**config.mk**
```make
export PLATFORM = sky130hd
export DESIGN_NAME = eth_tx_arb
export DESIGN_NICKNAME = d
export VERILOG_FILES = /design/src/rtl/eth_tx_arb.sv
export SDC_FILE = /design/constraint.sdc
export NUM_CORES = 1
export LEC_CHECK = 0
export ABC_AREA = 1
export BUFFER_PORTS_ARGS = -buffer_cell sky130_fd_sc_hd__buf_2
export CAP_MARGIN = 40
export CORE_AREA = 5 5 123 125
export DETAILED_ROUTE_END_ITERATION = 8
export DIE_AREA = 0 0 128 130
export SETUP_SLACK_MARGIN = 0.15
export SYNTH_ARGS = -nofsm -noshare
export SYNTH_HDL_FRONTEND = slang
export SYNTH_SLANG_ARGS = --single-unit
```
**constraint.sdc**
```tcl
create_clock -name eth_clk -period 2.4 [get_ports eth_clk]
set_input_delay 0 -clock eth_clk [delete_from_list [all_inputs] [get_ports eth_clk]]
set_output_delay 0 -clock eth_clk [all_outputs]
set_load 0.01 [all_outputs]
```
**src/rtl/eth_tx_arb.sv**
```systemverilog
// Packet-atomic round-robin arbiter sharing one 64-bit Ethernet TX AXI-stream among NUM_SRC sources.
// Frames longer than MAX_BEATS are cut with a forced tlast and the remainder of the source frame is dropped.
//
// state | meaning
// IDLE  | no owner; pick the next requester in rr_ptr order
// PASS  | owner's beats forwarded to the MAC
// DRAIN | owner's frame was truncated; its remaining beats are discarded

module eth_tx_arb #(
  parameter int NUM_SRC   = 3,
  parameter int MAX_BEATS = 190
) (
  input  logic                   eth_clk,
  input  logic                   eth_rst_n,
  input  logic [NUM_SRC-1:0]     s_tvalid,
  input  logic [NUM_SRC-1:0]     s_tlast,
  input  logic [8*NUM_SRC-1:0]   s_tkeep,
  input  logic [64*NUM_SRC-1:0]  s_tdata,
  output logic [NUM_SRC-1:0]     s_tready,
  output logic                   m_tvalid,
  output logic                   m_tlast,
  output logic [7:0]             m_tkeep,
  output logic [63:0]            m_tdata,
  input  logic                   m_tready,
  output logic [NUM_SRC-1:0]     grant,
  output logic                   trunc_pulse,
  output logic [15:0]            trunc_cnt
);

  localparam int PTR_W = $clog2(NUM_SRC);
  localparam int CNT_W = $clog2(MAX_BEATS + 1);

  typedef enum logic [1:0] {IDLE, PASS, DRAIN} state_t;

  state_t             state, state_nxt;
  logic [PTR_W-1:0]   rr_ptr, rr_ptr_nxt;
  logic [PTR_W-1:0]   owner, owner_nxt;
  logic [PTR_W-1:0]   winner, owner_inc;
  logic [CNT_W-1:0]   beat_cnt, beat_cnt_nxt;
  logic [NUM_SRC-1:0] grant_nxt;
  logic               any_req, sel_valid, sel_last, at_limit, trunc_nxt;
  logic [7:0]         sel_keep;
  logic [63:0]        sel_data;

  // First requester at or after ptr, wrapping modulo NUM_SRC.
  function automatic logic [PTR_W-1:0] pick_winner(input logic [NUM_SRC-1:0] req,
                                                   input logic [PTR_W-1:0]   ptr);
    logic [PTR_W-1:0] w;
    logic             found;
    int               idx;
    w     = '0;
    found = 1'b0;
    for (int k = 0; k < NUM_SRC; k++) begin
      idx = int'(ptr) + k;
      if (idx >= NUM_SRC) idx = idx - NUM_SRC;
      if (!found && req[idx]) begin
        found = 1'b1;
        w     = idx[PTR_W-1:0];
      end
    end
    return w;
  endfunction

  assign any_req   = |s_tvalid;
  assign winner    = pick_winner(s_tvalid, rr_ptr);
  assign owner_inc = (owner == PTR_W'(NUM_SRC - 1)) ? '0 : owner + 1'b1;

  assign sel_valid = s_tvalid[owner];
  assign sel_last  = s_tlast[owner];
  assign sel_keep  = s_tkeep[8*owner +: 8];
  assign sel_data  = s_tdata[64*owner +: 64];
  assign at_limit  = (beat_cnt == CNT_W'(MAX_BEATS - 1));

  always_ff @(posedge eth_clk or negedge eth_rst_n) begin
    if (!eth_rst_n) begin
      state       <= IDLE;
      rr_ptr      <= '0;
      owner       <= '0;
      beat_cnt    <= '0;
      grant       <= '0;
      trunc_pulse <= 1'b0;
      trunc_cnt   <= '0;
    end else begin
      state       <= state_nxt;
      rr_ptr      <= rr_ptr_nxt;
      owner       <= owner_nxt;
      beat_cnt    <= beat_cnt_nxt;
      grant       <= grant_nxt;
      trunc_pulse <= trunc_nxt;
      if (trunc_nxt && (trunc_cnt != 16'hFFFF)) trunc_cnt <= trunc_cnt + 16'd1;
    end
  end

  always_comb begin
    state_nxt    = state;
    rr_ptr_nxt   = rr_ptr;
    owner_nxt    = owner;
    beat_cnt_nxt = beat_cnt;
    grant_nxt    = grant;
    trunc_nxt    = 1'b0;
    s_tready     = '0;
    m_tvalid     = 1'b0;
    m_tlast      = 1'b0;
    m_tkeep      = '0;
    m_tdata      = '0;
    unique case (state)
      IDLE: begin
        if (any_req) begin
          owner_nxt    = winner;
          grant_nxt    = NUM_SRC'(1) << winner;
          beat_cnt_nxt = '0;
          state_nxt    = PASS;
        end
      end
      PASS: begin
        m_tvalid = sel_valid;
        m_tlast  = sel_last | at_limit;
        m_tkeep  = sel_keep;
        m_tdata  = sel_data;
        s_tready = grant & {NUM_SRC{m_tready}};
        if (sel_valid && m_tready) begin
          beat_cnt_nxt = beat_cnt + 1'b1;
          if (sel_last) begin
            state_nxt  = IDLE;
            grant_nxt  = '0;
            rr_ptr_nxt = owner_inc;
          end else if (at_limit) begin
            // MAC already saw the forced tlast; discard the rest of this frame
            state_nxt = DRAIN;
            trunc_nxt = 1'b1;
          end
        end
      end
      DRAIN: begin
        s_tready = grant;
        if (sel_valid && sel_last) begin
          state_nxt  = IDLE;
          grant_nxt  = '0;
          rr_ptr_nxt = owner_inc;
        end
      end
      default: state_nxt = IDLE;
    endcase
  end

endmodule
```
# ---- Word-level counts from Yosys, hierarchy flattened
# Index checks and enable logic that the tools add are counted.
dict set report word_totals {
  regBits 34
  latch_bits 0
  ram_bits 0
  rom_bits 0
  wordCells 103
  memories 0
}
dict set report op_classes {
  add_sub_neg 8
  n_mul 0
  div 0
  order_cmp 7
  eq_ne 10
  shifts 3
  muxes 49
  bitwise_logic 2
  n_reduce_logical 17
}
# cell n
set op_table {}
lappend op_table {{192-bit by 9-bit indexed part select with 64-bit output} 1}
lappend op_table {{32-bit by 4-bit less-than comparator with 1-bit output, second input constant} 3}
lappend op_table {{32-bit two-way mux} 3}
lappend op_table {{64-bit two-way mux} 1}
lappend op_table {{2-bit two-way mux} 12}
lappend op_table {{8-bit two-way mux} 3}
lappend op_table {{24-bit by 6-bit indexed part select with 8-bit output} 1}
lappend op_table {{16-bit by 1-bit adder with 16-bit output, second input constant} 1}
lappend op_table {{1-bit two-way mux} 16}
lappend op_table {{16-bit inequality test, second input constant} 1}
lappend op_table {{8-bit case mux with 2 select lines} 1}
lappend op_table {{3-bit two-way mux} 4}
lappend op_table {{1-bit binary-select mux with 2-bit select} 5}
lappend op_table {{3-bit case mux with 3 select lines} 1}
lappend op_table {{8-bit by 1-bit adder with 8-bit output, second input constant} 1}
lappend op_table {{8-bit == test, second input constant} 1}
lappend op_table {{2-bit inequality test, second input constant} 4}
lappend op_table {{4-bit AND reduction} 2}
lappend op_table {{3-bit by 2-bit subtractor with 4-bit output, second input constant} 2}
lappend op_table {{3-bit by 2-bit greater-or-equal comparator with 1-bit output, second input constant} 2}
lappend op_table {{2-bit case mux with 3 select lines} 1}
lappend op_table {{3-bit case mux with 2 select lines} 1}
lappend op_table {{1-bit logical AND} 5}
lappend op_table {{5-bit AND reduction} 1}
lappend op_table {{20 further kinds} 23}

# ---- Depth between registers and ports, before layout
dict set report depth {
  word_depth 15
  depth_mapped 12
  mapped_depth_nobuf 12
}

# ---- Worst setup path before layout
# No wires, ideal clock.
dict set report synth_path {
  kind {reg2reg}
  startpoint {register rr_ptr[0]}
  endpoint {register grant[0]}
  setup_time_ps 120
  arrival_time_ps 1463
  path_slack_ps 817
  path_stages_with_launch 13
  path_buffers 0
  period_less_slack_ps 1583
  cell_sequence {dfrtp_1 inv_1 ha_1 inv_1 nand2_1 nand2_1 nand2_1 o21ai_0 nand4_1 nand2_1 inv_1 nand3_1 nand2_1}
}
dict set report synth_between {
  elab_chain_len 15
}
# element line
set synth_lines {}
lappend synth_lines {{from (decl)} 36} ;# logic [PTR_W-1:0] rr_ptr, rr_ptr_nxt;
lappend synth_lines {{from (signal assigned)} 85} ;# rr_ptr <= rr_ptr_nxt;
lappend synth_lines {{parallel branches: the longest is 11 deep, another holds 3-bit by 2-bit subtractor with 4-bit output} n/a}
lappend synth_lines {{2-bit two-way mux *} 56} ;# if (!found && req[idx]) begin
lappend synth_lines {{1-bit by 2-bit << shifter with 3-bit output *} 110} ;# grant_nxt = NUM_SRC'(1) << winner;
lappend synth_lines {{3-bit two-way mux *} 108} ;# if (any_req) begin
lappend synth_lines {{3-bit case mux with 3 select lines *} 106} ;# unique case (state)
lappend synth_lines {{to (signal assigned)} 88} ;# grant <= grant_nxt;
lappend synth_lines {{to (decl)} 25} ;# output logic [NUM_SRC-1:0] grant,
# Every way passes the cells marked *. The select of a mux whose other input is x is not followed.
# A chain may end at the register's enable or synchronous reset.

# ---- Worst setup path in the final report
dict set report layout_path {
  startpoint {register owner[1]}
  endpoint {output port m_tkeep[7]}
}
dict set report layout_between {
  elab_chain_len 2
}
# element line
set layout_lines {}
lappend layout_lines {{from (decl)} 37} ;# logic [PTR_W-1:0] owner, owner_nxt;
lappend layout_lines {{from (signal assigned)} 86} ;# owner <= owner_nxt;
lappend layout_lines {{24-bit by 6-bit indexed part select with 8-bit output} 70} ;# assign sel_keep = s_tkeep[8*owner +: 8];
lappend layout_lines {{8-bit two-way mux} 106}
lappend layout_lines {{to (decl)} 22} ;# output logic [7:0] m_tkeep,
# No other way between the ends.

==> results by group <==
Run status
  – Status: finished, final reports clean

Timing
  – Fin Clk Skew: 0.004586 ns
  – Final Hold Fails: 0
  – Final Max Slew Viols: 0
  – Final worst path period need: 2.089 ns
  – Fin Setup TNS: 0 ns
  – Least-Margin Pin Slew: 0.8124 ns
  – Slew Limit Headroom: 45.84%
  – Post-route setup slack: 0.3114 ns
  – Fin crit share: 87.03%
  – Final setup fails: 0
  – Achievable frequency: 478.8 MHz
  – RSZ-0062 raised after global routing: no

Power
  – Worst vdd ir: 767.3 uV
  – Leak pwr: 3.990 nW
  – Flop pwr share: 13.5%
  – Switching share of power: 54.77%
  – Pwr/cell area: 899.6 nW/um^2
  – Internal: 2.481 mW
  – NetSw: 3.005 mW
  – Clock share of power: 11.8%
  – Comb power frac: 74.8%

Final layout
  – # fillers: 1555
  – Share of cells above drive strength 1: 32.59%
  – Area of the multi-input gates: 2758 um^2
  – Area grow syn2layout: 45.71%
  – Most frequent cells in the layout: 321 x buf_2, 309 x nand2_1, 164 x nand3_1
  – Total Nets Final: 1309
  – Leading cell type in the layout, fill and taps excluded: buf_2
  – Register area: 852.1 um^2
  – Final Cell Area: 6098 um^2

Placement
  – Place WS: 0.5710 ns
  – Placement Cell Area: 5923 um^2
  – PortBufs: 321
  – RePlAce Congestion: 0.9360
  – Hpwl dp: 17160 um

Clocking
  – Clock Path Buffers: 2
  – CTS tree: built
  – # clock sinks: 34
  – H-tree lvl count: 2
  – CTS clock-pin slew for the worst setup and hold paths: 0.06 ns
  – Total CTS buffers: 5
  – Root Buffer: clkbuf_16
  – Number of post-CTS setup repair buffers: 0
  – Worst-Skew Late Latency: 0.28 ns

Yosys
  – Yosys reg bits: 34
  – Avg Inst Size Synth: 5.373 um^2
  – Mapped Cells: 779
  – Synth cell types: 29
  – Synthesis Warnings: 0
  – Post-synthesis sequential area ratio: 20.33%
  – Mapped Nets: 1015
  – Mapped cell area: 4185 um^2

Detailed routing
  – Vias: 5985
  – Post-Route WL: 21230 um
  – Final routed DRC violation total: 0
  – Drt wl/cell: 16.88 um
  – DR vias/cell: 4.758
  – Router iterations before antenna repair: 6
  – Final antenna-violating net count: 0
  – Initial drt markers: 436

Worst setup path
  – Startpoint Class: register
  – Worst Path Arrival: 2.09 ns
  – CP Capture Type: output pin
  – Crit path kind: register to output pin
  – Reg2reg start: owner[1]$_DFFE_PN0P_
  – Reg2Reg Capture Point: trunc_cnt[4]$_DFFE_PN0P_
  – Reg2Reg Depth: 8
  – Max FO, Critical Path: 73
  – Register-to-register setup slack: 0.54 ns
  – CP required: 2.40 ns

Global routing
  – First-pass GRT wire length: 30780 um
  – Vias in the first global route: 5583
  – Pin count of the biggest net entering global routing: 75
  – Initial antenna violation count: 19
  – GRT Util Overall: 23.52%
  – Total congestion overflow: 0

Floorplan
  – Initial cell density of the core: 30.39%
  – CORE AREA: 13770 um^2
  – Die footprint: 16640 um^2
  – DIE HEIGHT: 130 um
  – Boundary pin count: 322
  – # rows: 43
  – DIE WIDTH: 128 um

Min path
  – Hold path depth: 3
  – WHS Endpoint: trunc_pulse$_DFF_PN0_
  – Worst hold start: m_tready
  – Hold Crit Class: input pin to register

Run
  – # Max-Cap Violations: 0
power groups by stage:
| stage | Clock (mW) | Combinational [mW] | Sequential (mW) |
|---|---|---|---|
| finish | 0.646 | 4.10 | 0.739 |
| CTS | 0.660 | 4.12 | 0.739 |
| global route | 0.686 | 4.63 | 0.752 |
| global placement | 0 | 4.10 | 0.748 |
| detailed placement | 0 | 4.10 | 0.745 |
| floorplan | 0 | 2.70 | 0.735 |
flip-flops by register name, summed over array words and instances (netlist names):
signal,cells
rr_ptr,2
grant,3
owner,2
beat_cnt,8
state,2
trunc_pulse,1
trunc_cnt,16
cells in the mapped netlist:
master    instances  share of area [%]
a21oi_1           7               0.84
a31oi_1           2               0.30
a41oi_1           1               0.21
buf_1             6               0.54
buf_2             2               0.24
buf_6             1               0.27
clkbuf_1         33                3.0
dfrtp_1          34                 20
ha_1             11                3.3
inv_1           107                9.6
inv_2             4               0.36
nand2_1         309                 28
nand3_1         164                 20
nand3_2           2               0.48
nand3b_1          1               0.18
nand3b_4          1               0.48
nand4_1           6               0.90
nor2_1           38                3.4
nor2_2            1               0.15
nor3_1            4               0.48
nor3_4            1               0.39
nor4_1            2               0.30
o211ai_2          1               0.30
o21ai_0          19                2.3
o21ai_1           1               0.12
o31ai_1           1               0.18
or2_2             1               0.15
xnor2_1           7                1.5
xor2_1           12                2.5
cell type report:
| type | count | share of cell area [%] |
|---|---|---|
| clock inverter | 2 | 0.2052 |
| sequential | 34 | 13.97 |
| clock buffer | 6 | 2.277 |
| antenna | 4 | 0.1641 |
| tap | 180 | 3.693 |
| inverter | 111 | 6.832 |
| timing repair buffer | 329 | 27.64 |
| multi-input combinational | 592 | 45.22 |
how the worst max path moves through the flow:
stage / startpoint / end / depth (start not counted) / slack (ns)
2_1_floorplan: rr_ptr[0]$_DFFE_PN0P_ / grant[0]$_DFFE_PN0P_ / 12 / 0.82
3_3_place_gp: state[1]$_DFFE_PN0P_ / beat_cnt[5]$_DFFE_PN0P_ / 5 / 0.59
3_5_place_dp: state[1]$_DFFE_PN0P_ / beat_cnt[5]$_DFFE_PN0P_ / 5 / 0.57
4_1_cts: owner[1]$_DFFE_PN0P_ / m_tdata[25] / 7 / 0.28
5_1_grt: owner[0]$_DFFE_PN0P_ / m_tkeep[7] / 7 / 0.17
6_report: owner[1]$_DFFE_PN0P_ / m_tkeep[7] / 7 / 0.31
metal layers:
metal	vias up	global-route usage, %	wire (um)	share of wire (%)
met4	34	3.870	277	1.3
met3	50	10.97	2621	12
met5	-	0	206	0.97
li1	3022	-	-	-
met2	261	37.00	9623	45
met1	2618	30.14	8503	40
critical path: stages, from the launching register on:
cell and delay (ns):
dfrtp_1 0.45, nor2_4 0.13, buf_4 0.63, nand2_1 0.11, nand3_1 0.13, nand2_1 0.06
inv_1 0.08, buf_2 0.17
logic make-up after synthesis:
group | synth area share (%)
flops | 20.33
fa+ha+maj | 3.288
compound gates | 4.215
buf+inv | 13.96
simple gates | 54.23
xor+xnor | 3.976
stage by stage:
step / hold WS, ns / std cells / total power [mW] / util (%)
floorplan: -0.2956 / 779 / 3.434 / -
detailed placement: 0.1297 / 1245 / 4.849 / 43.01
finish: 0.1088 / 1258 / 5.486 / 44.28
global route: 0.1332 / 1255 / 6.064 / 44.22
global placement: 0.1272 / 1245 / 4.844 / 43.01
CTS: 0.1010 / 1254 / 5.519 / 44.18
timing repair:
item,CTS,global route
gates resized for setup,0,1
setup endpoints to repair,0,2
hold endpoints to repair,34,0
hold buffers,1,0
No activity file was read; power rests on OpenSTA's default activity.
